==> src/rtl/sys_bus_interconnect.sv <==
// ---------------------------------------------------------------------------
// sys_bus_interconnect
//
// Fans the single system-bus master port out to SN subordinate register
// blocks, chosen by the address field m_addr[AB +: SL]. One access is
// tracked at a time; each accepted access returns exactly one registered
// m_ack with m_rdata. Unpopulated slots (MASK bit clear) are answered
// locally with zero data. Acks from other slots, acks while idle and acks
// that arrive after a timeout or an abandoned access are dropped.
//
// Ports:
//   clk, rstn          clock, asynchronous active-low reset
//   m_wen, m_ren       upstream write/read strobes (1-cycle pulses)
//   m_addr, m_wdata    upstream address / write data, valid with a strobe
//   m_rdata, m_ack     read data and completion pulse back to upstream
//   s_wen, s_ren       per-slot strobes, one-hot or zero
//   s_addr, s_wdata    registered address / write data shared by all slots
//   s_rdata            slot i read data in bits [i*DW +: DW]
//   s_ack              per-slot completion
// ---------------------------------------------------------------------------
module sys_bus_interconnect #(
    parameter int            DW   = 32,
    parameter int            AW   = 32,
    parameter int            SN   = 8,
    parameter int            AB   = 20,
    parameter logic [SN-1:0] MASK = '1,
    parameter int            TMO  = 40
) (
    input  logic             clk,
    input  logic             rstn,
    input  logic             m_wen,
    input  logic             m_ren,
    input  logic [AW-1:0]    m_addr,
    input  logic [DW-1:0]    m_wdata,
    output logic [DW-1:0]    m_rdata,
    output logic             m_ack,
    output logic [SN-1:0]    s_wen,
    output logic [SN-1:0]    s_ren,
    output logic [AW-1:0]    s_addr,
    output logic [DW-1:0]    s_wdata,
    input  logic [SN*DW-1:0] s_rdata,
    input  logic [SN-1:0]    s_ack
);

    localparam int SL = $clog2(SN);
    localparam int CW = $clog2(TMO);

    typedef enum logic {
        IDLE,
        PEND
    } state_t;

    state_t        state;
    logic [SL-1:0] sel_q;
    logic          rd_q;
    logic [CW-1:0] tmo_cnt;

    logic [SL-1:0] sel;
    logic          req;
    logic          pop_q;
    logic          done;

    assign sel   = m_addr[AB +: SL];
    assign req   = m_wen | m_ren;
    assign pop_q = MASK[sel_q];
    // An unpopulated slot completes on its own in the first PEND cycle,
    // which lines its m_ack up with a zero-latency populated slot.
    assign done  = pop_q ? s_ack[sel_q] : 1'b1;

    always_ff @(posedge clk or negedge rstn) begin
        if (!rstn) begin
            state   <= IDLE;
            sel_q   <= '0;
            rd_q    <= 1'b0;
            tmo_cnt <= '0;
            s_wen   <= '0;
            s_ren   <= '0;
            s_addr  <= '0;
            s_wdata <= '0;
            m_ack   <= 1'b0;
            m_rdata <= '0;
        end else begin
            s_wen <= '0;
            s_ren <= '0;
            m_ack <= 1'b0;
            // A new request always wins: it abandons any pending access, so
            // a same-cycle ack from the old slot is never looked at.
            if (req) begin
                s_addr  <= m_addr;
                s_wdata <= m_wdata;
                sel_q   <= sel;
                rd_q    <= m_ren & ~m_wen;
                state   <= PEND;
                tmo_cnt <= '0;
                if (MASK[sel]) begin
                    if (m_wen) begin
                        s_wen[sel] <= 1'b1;
                    end else begin
                        s_ren[sel] <= 1'b1;
                    end
                end
            end else if (state == PEND) begin
                if (done) begin
                    m_ack   <= 1'b1;
                    m_rdata <= (rd_q && pop_q) ? s_rdata[sel_q*DW +: DW] : '0;
                    state   <= IDLE;
                end else if (tmo_cnt == CW'(TMO - 1)) begin
                    state <= IDLE;
                end else begin
                    tmo_cnt <= tmo_cnt + 1'b1;
                end
            end
        end
    end

endmodule

==> config.mk <==
export PLATFORM = sky130hd
export DESIGN_NAME = sys_bus_interconnect
export DESIGN_NICKNAME = d
export VERILOG_FILES = /design/src/rtl/sys_bus_interconnect.sv
export SDC_FILE = /design/constraint.sdc
export NUM_CORES = 1
export LEC_CHECK = 0
export BUFFER_PORTS_ARGS = -buffer_cell sky130_fd_sc_hd__buf_2
export CAP_MARGIN = 20
export CORE_AREA = 3 3 173 175
export CTS_BUF_LIST = sky130_fd_sc_hd__clkbuf_8 sky130_fd_sc_hd__clkbuf_16
export DETAILED_ROUTE_END_ITERATION = 10
export DIE_AREA = 0 0 176 178
export PLACE_DENSITY = 0.59
export SLEW_MARGIN = 30
export SYNTH_ARGS = -nofsm -noshare
export SYNTH_HDL_FRONTEND = slang
export SYNTH_SLANG_ARGS = --single-unit
==> constraint.sdc <==
create_clock -name clk -period 3.85 [get_ports clk]
set_clock_uncertainty 0.15 [all_clocks]
set_input_delay 0.1925 -clock clk [delete_from_list [all_inputs] [get_ports clk]]
set_output_delay 0.1925 -clock clk [all_outputs]
set_load 0.01 [all_outputs]
==> flow_summary_export.csv <==
group,metric,value,unit
pwr,power.total,4.017,mW
clocking,clock_path_buffers,2,
sta,tns,0,ns
synthesis,synth_ff_type,"dfrtp_1",
critical_path,worstSetupEndpointType,"register",
critical_path,reg2reg_from,"s_addr[20]$_DFFE_PN0N_",
sta,max_freq,397.3,MHz
floorplan,die_y,178,µm
place,routabilityCongestion,0.8415,
synthesis,synth-simple-area-share,6.332,%
finish,stdcell_count,1355,
synthesis,synth_cell_type_count,30,
clocking,path_clk_slew,0.07,ns
route,num_vias,6062,
grt,grt_usage,15.99,%
clocking,cts-root-buf,"clkbuf_16",
place,placed_area,8906,µm²
synthesis,synth-compound-area-share,7.083,%
finish,final_area,10170,µm²
sta,grt_setup_unrepaired,"false",
synthesis,synth_edf_count,0,
sta,min_period_over_period,65.37,%
route,wirelength,26.13,mm
critical_path,critPathMaxFanout,37,
finish,final_common_cell,"buf_2",
pwr,p_leak,4.870,nW
sta,final_max_slew_viol_count,0,
synthesis,synth-xor-area-share,0,%
route,routedWlPerCell,19.28,µm
synthesis,synth_seq_cells,121,
critical_path,arrival,2.63,ns
place,io_buffers,444,
synthesis,ys_warn_count,0,
route,drtPass1Iterations,4,
status,status,"finished clean",
critical_path,start_kind,"register",
finish,layout-drive-gt1-share,63.87,%
synthesis,synth_top_family_by_area,"multiplexers",
route,detail-route-antenna-nets,0,
route,drt_iter0_drc,271,
synthesis,synthAdderAreaFrac,0.1979,%
clocking,clk_latency,0.40,ns
finish,layout_common_cells,"443 x buf_2, 119 x dfrtp_1, 68 x dlygate4sd3_1",
clocking,numCtsBuffers,17,
clocking,cts_tree,"built",
grt,grt_pass1_vias,6387,
synthesis,seq_area_frac_synth,47.88,%
floorplan,core,28630,µm²
synthesis,synthMuxAreaShare,35.14,%
grt,grt_max_degree,68,
clocking,postCtsSetupBuffers,0,
sta,hold_viol_final,0,
critical_path,required,3.97,ns
critical_path,critPathSlowestCell,"dfrtp_4",
pwr,power_density,394.8,nW/µm²
grt,antenna_found_initial,9,
worst_hold_path,min_path_type,"in2reg",
clocking,clock-sinks,121,
critical_path,slowest_delay,0.89,ns
synthesis,syn_inst,454,
worst_hold_path,worstHoldStart,"s_rdata[222]",
critical_path,crit_chain,"buf_4 > mux4_2 > a22oi_1 > o21ai_0",
synthesis,synth_area,6324,µm²
floorplan,die_x,176,µm
pwr,ir_drop,0.2570,mV
floorplan,num_rows,62,
synthesis,avgSynthCellArea,13.93,µm²
sta,tightest_slew,0.9741,ns
floorplan,dieArea,31330,µm²
sta,max-slew-margin-rel,34.93,%
run,maxCapViolations,0,
floorplan,floorplan.initialDensity,22.09,%
floorplan,ios,445,
synthesis,async_reset_ff_share,100.0,%
critical_path,crit_type,"reg2reg",
route,via_per_inst,4.474,
finish,nets,1287,
synthesis,synth.net_count,787,
critical_path,critPathLaunch,"s_addr[20]$_DFFE_PN0N_",
grt,grt_pass1_wl,37.28,mm
grt,overflow,0,
finish,syn_to_final_growth,60.90,%
clocking,htree_levels,4,
place,hpwlAfterDp,20.27,mm
place,place_inst,1251,
route,drcViolationCount,0,
sta,setup_viol,0,
sta,fin_crit,2.517,ns
==> registers in the layout, summed over array words and instances, names as in the netlist <==
| register | flops |
|---|---|
| m_ack | 1 |
| m_rdata | 32 |
| rd_q | 1 |
| s_addr | 32 |
| s_ren | 8 |
| s_wdata | 32 |
| s_wen | 8 |
| state | 1 |
| tmo_cnt | 6 |
==> metal layers <==
metal / wire [µm] / vias to the layer above / GRT usage (%)
li1: - / 2750 / -
met1: 10210 / 2951 / 18.72
met2: 13360 / 325 / 28.41
met3: 1936 / 32 / 4.108
met4: 593 / 4 / 5.609
met5: 27 / - / 0
==> power by group <==
part / internal (mW) / switching (mW)
clock network: 0.954 / 0.639
logic: 0.500 / 0.416
registers: 1.40 / 0.103
==> path summary, 6_finish.rpt <==
kind	to	slack (ns)	depth (start not counted)
max	m_rdata[15]$_DFFE_PN0P_	1.33	4
min	m_rdata[30]$_DFFE_PN0P_	0.14	4
max reg2reg	m_rdata[15]$_DFFE_PN0P_	1.33	4
min reg2reg	m_rdata[15]$_DFFE_PN0P_	0.33	2
max in group asynchronous	s_wdata[16]$_DFFE_PN0N_	2.51	3
min in group asynchronous	s_addr[15]$_DFFE_PN0N_	0.18	2
==> stage by stage <==
step	hold WS, ns	setup slack (ns)	util [%]
2_1_floorplan	-0.2531	1.960	-
3_3_place_gp	0.06814	1.274	31.11
3_5_place_dp	0.06718	1.254	31.11
4_1_cts	0.1140	1.250	35.50
5_1_grt	0.1507	1.084	35.55
6_report	0.1356	1.333	35.55
==> Yosys cell counts (5+ instances only) <==
cell type / count / area share, %
clkbuf_1: 20 / 1.2
nor2_1: 17 / 1.0
mux2_2: 64 / 11
buf_6: 5 / 0.89
nor3_1: 5 / 0.40
dfrtp_1: 121 / 48
mux2i_1: 6 / 0.95
o21ai_0: 33 / 2.6
a22oi_1: 33 / 3.9
nand2_1: 41 / 2.4
buf_2: 11 / 0.87
mux4_2: 64 / 23
==> worst max-delay path, delay by kind of cell (launching register included) <==
family	cells	cell delay [ns]
flip-flops	1	0.89
AO/OA/AOI/OAI	2	0.28
multiplexers	1	0.56
buffers and inverters	1	0.49
==> timing repair <==
item / in CTS / in global routing
gates resized for setup: 0 / 0
hold endpoints to repair: 134 / 0
hold buffers: 68 / 0
==> cells by family after synthesis <==
logic type / after synthesis
buffers and inverters: 40
multiplexers: 134
adder cells (fa/ha/maj): 1
AND/OR/NAND/NOR: 87
flip-flops: 121
AO/OA/AOI/OAI: 71
==> final cells by class <==
class                   instances  area [µm²]
fillers                      2827       18450
inverters                       1       3.754
multi-input cells             293        3098
diodes                          5       12.51
clock inverters                14       150.1
flip-flops and latches        121        3035
clock buffers                  17       425.4
well taps                     384       480.5
repair buffers                520        2969
Note: power is estimated with default switching activity, not from simulation.
